`src/rtl/m_cache_refill.sv`:
```
// Refill / write-through engine for a write-noallocate cache with 4-word blocks.
// Optional build macro: CACHE_REFILL_CRITICAL_FIRST_EN (requested word is fetched first).
module m_cache_refill #(
    parameter int ADDR_WIDTH = 32
) (
    input  logic                  i_clk,
    input  logic                  i_rst,
    input  logic                  i_rd_req,
    input  logic                  i_wr_req,
    input  logic [ADDR_WIDTH-1:0] i_addr,
    input  logic [31:0]           i_wdata,
    output logic                  o_ready,
    output logic                  o_done,
    output logic                  o_word_valid,
    output logic [31:0]           o_word,
    output logic                  o_bwe,
    output logic [ADDR_WIDTH-1:0] o_baddr,
    output logic [127:0]          o_bdata,
    output logic                  o_mem_req,
    output logic                  o_mem_we,
    output logic [ADDR_WIDTH-1:0] o_mem_addr,
    output logic [31:0]           o_mem_wdata,
    input  logic                  i_mem_ack,
    input  logic [31:0]           i_mem_rdata,
    output logic [2:0]            o_dbg_state
);

    typedef enum logic [2:0] {
        S_IDLE    = 3'd0,
        S_RD      = 3'd1,
        S_INSTALL = 3'd2,
        S_WR      = 3'd3,
        S_WDONE   = 3'd4
    } state_t;

    // Memory handshake: a beat completes in any cycle where o_mem_req and
    // i_mem_ack are both high; read data is taken in that same cycle, and
    // address/data stay stable until it happens.
    state_t                r_state;
    logic [1:0]            r_beat;
    logic [ADDR_WIDTH-1:0] r_addr;
    logic [127:0]          r_buf;
    logic                  r_done;
    logic                  r_word_valid;
    logic [31:0]           r_word;
    logic                  r_bwe;
    logic [ADDR_WIDTH-1:0] r_baddr;
    logic [127:0]          r_bdata;
    logic                  r_mem_req;
    logic                  r_mem_we;
    logic [ADDR_WIDTH-1:0] r_mem_addr;
    logic [31:0]           r_mem_wdata;

    logic [1:0]   w_next_beat;
    logic [1:0]   w_first_idx;
    logic [1:0]   w_word_idx;
    logic [1:0]   w_next_idx;
    logic [127:0] w_fill;

    assign w_next_beat = r_beat + 2'd1;

`ifdef CACHE_REFILL_CRITICAL_FIRST_EN
    assign w_first_idx = i_addr[3:2];
    assign w_word_idx  = r_addr[3:2] + r_beat;
    assign w_next_idx  = r_addr[3:2] + w_next_beat;
`else
    assign w_first_idx = 2'd0;
    assign w_word_idx  = r_beat;
    assign w_next_idx  = w_next_beat;
`endif

    // Block buffer with the beat currently on the memory bus merged in.
    always_comb begin
        w_fill = r_buf;
        w_fill[{w_word_idx, 5'd0} +: 32] = i_mem_rdata;
    end

    always_ff @(posedge i_clk or posedge i_rst) begin
        if (i_rst) begin
            r_state      <= S_IDLE;
            r_beat       <= 2'd0;
            r_addr       <= '0;
            r_buf        <= '0;
            r_done       <= 1'b0;
            r_word_valid <= 1'b0;
            r_word       <= '0;
            r_bwe        <= 1'b0;
            r_baddr      <= '0;
            r_bdata      <= '0;
            r_mem_req    <= 1'b0;
            r_mem_we     <= 1'b0;
            r_mem_addr   <= '0;
            r_mem_wdata  <= '0;
        end else begin
            r_done       <= 1'b0;
            r_word_valid <= 1'b0;
            r_bwe        <= 1'b0;
            case (r_state)
                S_IDLE: begin
                    if (i_wr_req) begin
                        r_addr      <= i_addr;
                        r_mem_addr  <= {i_addr[ADDR_WIDTH-1:2], 2'b00};
                        r_mem_wdata <= i_wdata;
                        r_mem_req   <= 1'b1;
                        r_mem_we    <= 1'b1;
                        r_state     <= S_WR;
                    end else if (i_rd_req) begin
                        r_addr     <= i_addr;
                        r_beat     <= 2'd0;
                        r_mem_addr <= {i_addr[ADDR_WIDTH-1:4], w_first_idx, 2'b00};
                        r_mem_req  <= 1'b1;
                        r_mem_we   <= 1'b0;
                        r_state    <= S_RD;
                    end
                end
                S_RD: begin
                    if (i_mem_ack) begin
                        r_buf  <= w_fill;
                        r_beat <= w_next_beat;
`ifdef CACHE_REFILL_CRITICAL_FIRST_EN
                        if (r_beat == 2'd0) begin
                            r_word       <= i_mem_rdata;
                            r_word_valid <= 1'b1;
                        end
`endif
                        if (r_beat == 2'd3) begin
                            r_mem_req <= 1'b0;
                            r_bdata   <= w_fill;
                            r_baddr   <= r_addr;
                            r_bwe     <= 1'b1;
                            r_done    <= 1'b1;
`ifndef CACHE_REFILL_CRITICAL_FIRST_EN
                            r_word       <= w_fill[{r_addr[3:2], 5'd0} +: 32];
                            r_word_valid <= 1'b1;
`endif
                            r_state   <= S_INSTALL;
                        end else begin
                            r_mem_addr <= {r_addr[ADDR_WIDTH-1:4], w_next_idx, 2'b00};
                        end
                    end
                end
                S_INSTALL: r_state <= S_IDLE;
                S_WR: begin
                    if (i_mem_ack) begin
                        r_mem_req <= 1'b0;
                        r_mem_we  <= 1'b0;
                        r_done    <= 1'b1;
                        r_state   <= S_WDONE;
                    end
                end
                S_WDONE: r_state <= S_IDLE;
                default: r_state <= S_IDLE;
            endcase
        end
    end

    assign o_ready      = (r_state == S_IDLE);
    assign o_done       = r_done;
    assign o_word_valid = r_word_valid;
    assign o_word       = r_word;
    assign o_bwe        = r_bwe;
    assign o_baddr      = r_baddr;
    assign o_bdata      = r_bdata;
    assign o_mem_req    = r_mem_req;
    assign o_mem_we     = r_mem_we;
    assign o_mem_addr   = r_mem_addr;
    assign o_mem_wdata  = r_mem_wdata;
    assign o_dbg_state  = r_state;

endmodule

```
`config.mk`:
```
export PLATFORM = sky130hd
export DESIGN_NAME = m_cache_refill
export DESIGN_NICKNAME = d
export VERILOG_FILES = /design/src/rtl/m_cache_refill.sv
export SDC_FILE = /design/constraint.sdc
export NUM_CORES = 1
export LEC_CHECK = 0
export BUFFER_PORTS_ARGS = -buffer_cell sky130_fd_sc_hd__clkbuf_2
export CAP_MARGIN = 40
export CORE_ASPECT_RATIO = 1.4
export CORE_MARGIN = 2
export CORE_UTILIZATION = 40
export DETAILED_ROUTE_END_ITERATION = 7
export GPL_TIMING_DRIVEN = 0
export HOLD_SLACK_MARGIN = 0.02
export PLACE_DENSITY_LB_ADDON = 0.12
export SLEW_MARGIN = 40
export SYNTH_ARGS = -nofsm -noshare
export SYNTH_HDL_FRONTEND = slang
export SYNTH_SLANG_ARGS = --single-unit
```
`constraint.sdc`:
```
create_clock -name i_clk -period 15.55 [get_ports i_clk]
set_input_delay 3.11 -clock i_clk [delete_from_list [all_inputs] [get_ports i_clk]]
set_output_delay 3.11 -clock i_clk [all_outputs]
set_load 0.1 [all_outputs]
```
==> summary.txt, run 1 <==
================================================================================
Run status                                                             completed
GRT Total Usage                                                            27.8%
Number of I/O port buffers                                                   335
Type of the tightest min-delay check                                flop to flop
Setup-violating endpoint count in the final report                             0
Area growth, synth to finish                                               22.7%
Clock Pin Slew Worst Setup and Hold Paths                                  60 ps
Cts-stage hold buffer count                                                    0
Max incr delay on CP                                                      460 ps
Clock insertion delay at the later pin of the skew report                 560 ps
R2R setup slack                                                        12,340 ps
Master cell of the clock root buffer                                sky130_fd_sc_hd__clkbuf_16
Chip width                                                                181 um
Upper clock frequency limit                                            0.193 GHz
Global placer's final weighted congestion                                  0.934
Drt first-iter violations                                                  1,038
EDFF count, synth                                                              0
Max-cap violations                                                             0
Routed WL                                                                64.0 mm
Number of buffers created by CTS                                              42
WL/cell                                                                  24.7 um
Kind of start point of the critical path                                    flop
Post-CTS Resized                                                               0
Worst reg2reg endpoint                                                 o_word[2]
Proportion of netlist area held by the largest area contributor            57.4%
Cell-by-cell listing of the critical path                           buf_2 > or3_4 > inv_2 > clkbuf_2
Predominant post-synthesis flop cell                                sky130_fd_sc_hd__dfrtp_1
Total standard cell area after synthesis                             0.0176 mm^2
TritonCTS clock tree                                                       built
Overall die area                                                     0.0456 mm^2
Standard cell core area                                              0.0432 mm^2
Mean Syn Cell Area                                                     10.8 um^2
Antenna violations before repair                                               3
Crit path capture                                                        o_ready
Wire length of the first global-routing pass                             95.4 mm
Async set-reset flop share out of synthesis                                 100%
Total via count in the routed design                                      14,700
Slew headroom                                                              40.1%
CTS H-tree lvls                                                                2
Height of the die                                                         252 um
Largest net degree at the start of global routing                             78
Sequential fraction of the synthesis area                                  57.4%
Largest area contributor in the synthesized netlist                 sky130_fd_sc_hd__dfrtp_1
Maximum clock path buffer count                                                3
CP Launch Point                                                     o_dbg_state[2]
Post-route cell area                                                 0.0216 mm^2
Standard-cell rows                                                            90
Launch point of the worst reg-to-reg path                              r_beat[0]
Fin crit share                                                             33.4%
Setup repair after global routing missed its margin                           no
Half-perimeter wire length after placement                               47.0 mm
Critical setup path kind                                            flop to output pin
Number of pins exceeding their max-slew limit in the final report              0
Data arrival time of the critical path                                   2080 ps
Count of nets left with antenna violations after detail routing                0
Maximum fanout count along the critical path                                   9
CP required                                                            12,440 ps
Post-synthesis cell type count                                                66
Worst R2R Path Depth                                                           9
Via count of the first global-routing pass                                15,000
Average via count per standard cell                                         5.65
Slowest-stage cell, CP                                              sky130_fd_sc_hd__clkbuf_2
Count of unresolved DRC violations after routing                               0
Post-route minimum period                                                5190 ps
Aggregate global routing overflow                                              0
Worst-case clock skew                                                    29.9 ps
Share of layout cells above drive strength 1                               29.0%
Pre-antenna DRT Iters                                                          5
Number of instances in the synthesized netlist                             1,626
Count of warnings emitted by yosys                                             0
Hold violation total from the final report                                     0
Buffer count from post-CTS setup fixing                                        0
# clock sinks                                                                403
Crit end category                                                     output pin
I/O pin total                                                                366
Starting density of the core                                               40.6%
Min-delay src                                                          r_addr[0]
Synthesized flop and latch total                                             403
Count of nets after finishing                                              2,117
Cell types occupying the most area after synthesis                  sky130_fd_sc_hd__dfrtp_1 57%, sky130_fd_sc_hd__nand2_1 6.1%, sky130_fd_sc_hd__a22o_1 5.1%
Instance area at placement                                           0.0201 mm^2
Measured slew at the worst slew-check pin                                 896 ps
================================================================================
==> layout make-up <==
type / count / area, um^2
Fill cell: 4060 / 21700
Multi-Input combinational cell: 1044 / 6600
Tap cell: 552 / 691
Timing Repair Buffer: 340 / 1810
Clock buffer: 52 / 1180
Sequential cell: 403 / 10100
Buffer: 165 / 838
Inverter: 15 / 66.3
Antenna cell: 1 / 2.50
Clock inverter: 21 / 289
==> cell families after synthesis <==
logic type	count (synthesis)	share of synthesized area (%)
and+or+nand+nor	461	11.7
AOI/OAI and AO/OA	460	18.4
DFF	403	57.4
buffers and inverters	180	5.09
muxes	116	7.08
adders and majority gates	5	0.356
other	1	0.0213
==> Yosys cell counts, types with 2 or more instances <==
master,n
sky130_fd_sc_hd__a21oi_1,57
sky130_fd_sc_hd__a311oi_1,7
sky130_fd_sc_hd__o31ai_1,3
sky130_fd_sc_hd__a221o_1,23
sky130_fd_sc_hd__nand3_1,11
sky130_fd_sc_hd__o2bb2ai_1,13
sky130_fd_sc_hd__o2111ai_1,2
sky130_fd_sc_hd__and3_1,4
sky130_fd_sc_hd__a221oi_1,9
sky130_fd_sc_hd__and2_1,5
sky130_fd_sc_hd__a31oi_1,28
sky130_fd_sc_hd__a211oi_1,13
sky130_fd_sc_hd__o211ai_1,4
sky130_fd_sc_hd__clkinv_1,3
sky130_fd_sc_hd__a32oi_1,20
sky130_fd_sc_hd__buf_1,10
sky130_fd_sc_hd__o21a_1,3
sky130_fd_sc_hd__buf_4,18
sky130_fd_sc_hd__nor2b_1,46
sky130_fd_sc_hd__nor3b_1,3
sky130_fd_sc_hd__nand4bb_1,2
sky130_fd_sc_hd__and4_1,3
sky130_fd_sc_hd__buf_6,8
sky130_fd_sc_hd__nand2_1,287
sky130_fd_sc_hd__o21ai_0,131
sky130_fd_sc_hd__mux2_2,65
sky130_fd_sc_hd__and3b_1,2
sky130_fd_sc_hd__buf_2,70
sky130_fd_sc_hd__nor2_1,65
sky130_fd_sc_hd__inv_1,10
sky130_fd_sc_hd__clkbuf_1,58
sky130_fd_sc_hd__ha_1,5
sky130_fd_sc_hd__dfrtp_1,403
sky130_fd_sc_hd__a31o_2,5
sky130_fd_sc_hd__a22o_1,102
sky130_fd_sc_hd__o32ai_1,2
sky130_fd_sc_hd__nand4_1,4
sky130_fd_sc_hd__a22oi_1,25
sky130_fd_sc_hd__nand2b_1,7
sky130_fd_sc_hd__nor3_1,10
sky130_fd_sc_hd__a211o_1,6
sky130_fd_sc_hd__mux2i_1,50
==> sequential cells by signal, indices dropped and copies added, names as in the netlist <==
name / cells
r_addr: 32
o_mem_addr: 30
o_baddr: 32
o_bdata: 128
r_buf: 108
o_bwe: 1
o_mem_req: 1
r_beat: 2
o_done: 1
o_dbg_state: 3
o_mem_wdata: 32
o_word: 32
o_mem_we: 1
==> layer usage <==
layer,track usage (%),routed length [um],up-vias
li1,-,-,6536
met1,32.4,24100,7321
met2,47.5,31500,621
met3,6.71,4750,170
met4,14.4,3570,4
met5,0,27,-
==> worst min path at each step <==
stage                      end  slack, ps  cells past startpoint
detailed placement  o_baddr[1]        460                      2
finish              o_baddr[0]        460                      2
global route        o_baddr[0]        490                      2
floorplan           o_baddr[0]        430                      2
CTS                 o_baddr[0]        470                      2
global placement     r_buf[48]        450                      2
==> critical path, delay by kind of cell, from the launching register on <==
family | cells | cell delay [ps]
and+or+nand+nor | 1 | 430
buffers and inverters | 3 | 700
DFF | 1 | 370
==> stage by stage <==
stage	TNS, ps	hold slack [ps]	utilization [%]	std cells	worst slack (ps)
after floorplan	0	435	-	1627	1230
after global placement	-1396450	454	46.1	2514	-3530
after detailed placement	0	460	46.5	2519	10600
after CTS	0	466	49.9	2592	10330
after global routing	0	490	49.9	2593	10290
final	0	458	49.9	2593	10360
==> cells in the final DEF (no fill, tap or decap), types with 13 or more instances in the layout <==
| cell | n |
|---|---|
| sky130_fd_sc_hd__dfrtp_1 | 403 |
| sky130_fd_sc_hd__clkbuf_2 | 338 |
| sky130_fd_sc_hd__nand2_1 | 287 |
| sky130_fd_sc_hd__o21ai_0 | 131 |
| sky130_fd_sc_hd__a22o_1 | 102 |
| sky130_fd_sc_hd__buf_2 | 70 |
| sky130_fd_sc_hd__nor2_1 | 65 |
| sky130_fd_sc_hd__mux2_2 | 65 |
| sky130_fd_sc_hd__clkbuf_1 | 58 |
| sky130_fd_sc_hd__a21oi_1 | 57 |
| sky130_fd_sc_hd__mux2i_1 | 50 |
| sky130_fd_sc_hd__nor2b_1 | 46 |
| sky130_fd_sc_hd__clkbuf_16 | 43 |
| sky130_fd_sc_hd__a31oi_1 | 28 |
| sky130_fd_sc_hd__a22oi_1 | 25 |
| sky130_fd_sc_hd__a221o_1 | 23 |
| sky130_fd_sc_hd__a32oi_1 | 20 |
| sky130_fd_sc_hd__buf_4 | 18 |
| sky130_fd_sc_hd__o2bb2ai_1 | 13 |
| sky130_fd_sc_hd__a211oi_1 | 13 |
Power of run 1 is not shown: default switching activity piles up to over one toggle a cycle in this logic, so the estimate is an artifact.
==> inputs of run 2 (changes only) <==
- clock period: 15.55 -> 4.6 ns (I/O delays scaled with it)
==> run 2 against run 1 <==
Compared with the run above:
- via count increased by 0.70%
- hold slack got worse by 84 ps
- clock-buffer cell count increased by 12
- largest cell class unchanged
==> summary.txt, run 2 (synthesis results as in run 1) <==
=====================================================================================
Filler Cells Inserted                                                           4,133   +1.8%
Via count of the first global-routing pass                                     15,000   +0.054%
Height of the die                                                              252 um   unchanged
Critical setup path kind                                                 flop to flop
GRT Total Usage                                                                 28.0%   +0.20 points
Upper clock frequency limit                                                 0.312 GHz
Cts-stage hold buffer count                                                         0   unchanged
Worst-case clock skew                                                         13.1 ps   -16.8 ps
Standard-cell rows                                                                 90   unchanged
Measured slew at the worst slew-check pin                                      938 ps   +41.7 ps
Accumulated negative setup slack                                                 0 ps   unchanged
CTS H-tree lvls                                                                     2   unchanged
CP required                                                                   5090 ps   -7350 ps
Global placer's final weighted congestion                                       0.923   -1.1%
Count of unresolved DRC violations after routing                                    0   unchanged
Crit end category                                                                flop
Kind of start point of the critical path                                         flop
Number of buffers created by CTS                                                   41   -2.4%
Run status                                                                  completed
Drt first-iter violations                                                       1,161   +12%
Most used cells in the layout excluding fill and tap cells               403 x sky130_fd_sc_hd__dfrtp_1, 337 x sky130_fd_sc_hd__clkbuf_2, 287 x sky130_fd_sc_hd__nand2_1, 131 x sky130_fd_sc_hd__o21ai_0, 102 x sky130_fd_sc_hd__a22o_1
Count of nets after finishing                                                   2,129   +0.57%
Largest net degree at the start of global routing                                  26   -67%
Overall die area                                                          0.0456 mm^2   unchanged
Total via count in the routed design                                           14,800   +0.70%
Wire length of the first global-routing pass                                  95.9 mm   +0.62%
Standard cell core area                                                   0.0432 mm^2   unchanged
Clock Pin Slew Worst Setup and Hold Paths                                       60 ps   about the same
Data arrival time of the critical path                                        3700 ps   +1620 ps
Area growth, synth to finish                                                    22.8%   about the same
Maximum fanout count along the critical path                                       10   +1
Chip width                                                                     181 um   unchanged
Share of layout cells above drive strength 1                                    28.5%   -0.48 points
Number of I/O port buffers                                                        335   unchanged
Storage element area                                                      0.0101 mm^2   unchanged
Hold violation total from the final report                                          0   unchanged
Post-CTS Resized                                                                    0   unchanged
Routed WL                                                                     64.2 mm   +0.25%
Clock insertion delay at the later pin of the skew report                      550 ps   about the same
Max FFs per register                                                              128   unchanged
Half-perimeter wire length after placement                                    47.8 mm   +1.7%
Setup repair after global routing missed its margin                                no
Starting density of the core                                                    40.6%   unchanged
WL/cell                                                                       24.7 um   about the same
Type of the tightest min-delay check                                     input port to async pin
Master cell of the clock root buffer                                     sky130_fd_sc_hd__clkbuf_16
Maximum clock path buffer count                                                     3   unchanged
Slew headroom                                                                   37.5%   -2.7 points
Most frequent standard cell in the layout excluding fill and tap cells   sky130_fd_sc_hd__dfrtp_1
Max-cap violations                                                                  0   unchanged
# clock sinks                                                                     403   unchanged
I/O pin total                                                                     366   unchanged
Number of pins exceeding their max-slew limit in the final report                   0   unchanged
Post-route minimum period                                                     3210 ps
TritonCTS clock tree                                                            built
Buffer count from post-CTS setup fixing                                             0   unchanged
Final-layout worst hold slack                                                  374 ps   -84.0 ps
Setup-violating endpoint count in the final report                                  0   unchanged
Antenna violations before repair                                                    3   unchanged
Average via count per standard cell                                              5.68   +0.47%
Fin crit share                                                                  69.8%
Pre-antenna DRT Iters                                                               6   +1
Area used by multi-input combinational logic                             0.00660 mm^2   unchanged
Count of nets left with antenna violations after detail routing                     0   unchanged
Aggregate global routing overflow                                                   0   unchanged
=====================================================================================
-- run 2: worst paths after layout --
check	startpoint	endpoint	slack (ps)	cells past startpoint
worst max-delay path	r_beat[0]	o_word[2]	1390	9
worst min-delay path	i_rst	o_bdata[96]	370	2
max in group asynchronous	i_rst	r_addr[10]	2710	8
worst max register to register	r_beat[0]	o_word[2]	1390	9
min in group i_clk	r_buf[59]	r_buf[59]	470	2
worst min register to register	r_buf[59]	r_buf[59]	470	2
-- run 2: final cells by class --
cell class                 instances  share of cell area, %
tap                              552                   3.20
sequential                       403                   46.7
clock buffer                      64                   5.52
clock inverter                     2                  0.162
antenna                            1                 0.0116
inverter                          15                  0.290
buffer                           165                   3.88
multi-input combinational       1044                   30.6
timing repair buffer             353                   9.65
-- run 2: worst max-delay path, stage by stage, from the launching register on --
cell	delay, ps
sky130_fd_sc_hd__dfrtp_1	390
sky130_fd_sc_hd__buf_2	230
sky130_fd_sc_hd__inv_1	130
sky130_fd_sc_hd__ha_1	250
sky130_fd_sc_hd__buf_2	230
sky130_fd_sc_hd__nor2_1	380
sky130_fd_sc_hd__clkbuf_1	670
sky130_fd_sc_hd__a32oi_1	440
sky130_fd_sc_hd__nor3_1	270
sky130_fd_sc_hd__o32a_1	170
-- run 2: metrics by stage --
| stage | setup WS (ps) | cell area (um^2) | util (%) | cells |
|---|---|---|---|---|
| floorplan | -1750 | 17600 | - | 1627 |
| global placement | -4320 | 19900 | 46.1 | 2514 |
| detailed placement | 1500 | 20400 | 47.1 | 2532 |
| CTS | 1480 | 21600 | 49.9 | 2598 |
| global route | 1300 | 21600 | 49.9 | 2599 |
| finish | 1390 | 21600 | 49.9 | 2599 |
-- run 2: metal layers --
layer / part of all wire, % / up-vias / GRT usage (%)
met5: 0.042 / - / 0
met4: 6.2 / 4 / 15.3
met3: 7.6 / 182 / 6.44
met2: 48 / 686 / 46.9
met1: 38 / 7330 / 33.4
li1: - / 6553 / -
Power of run 2 is left out for the same reason.
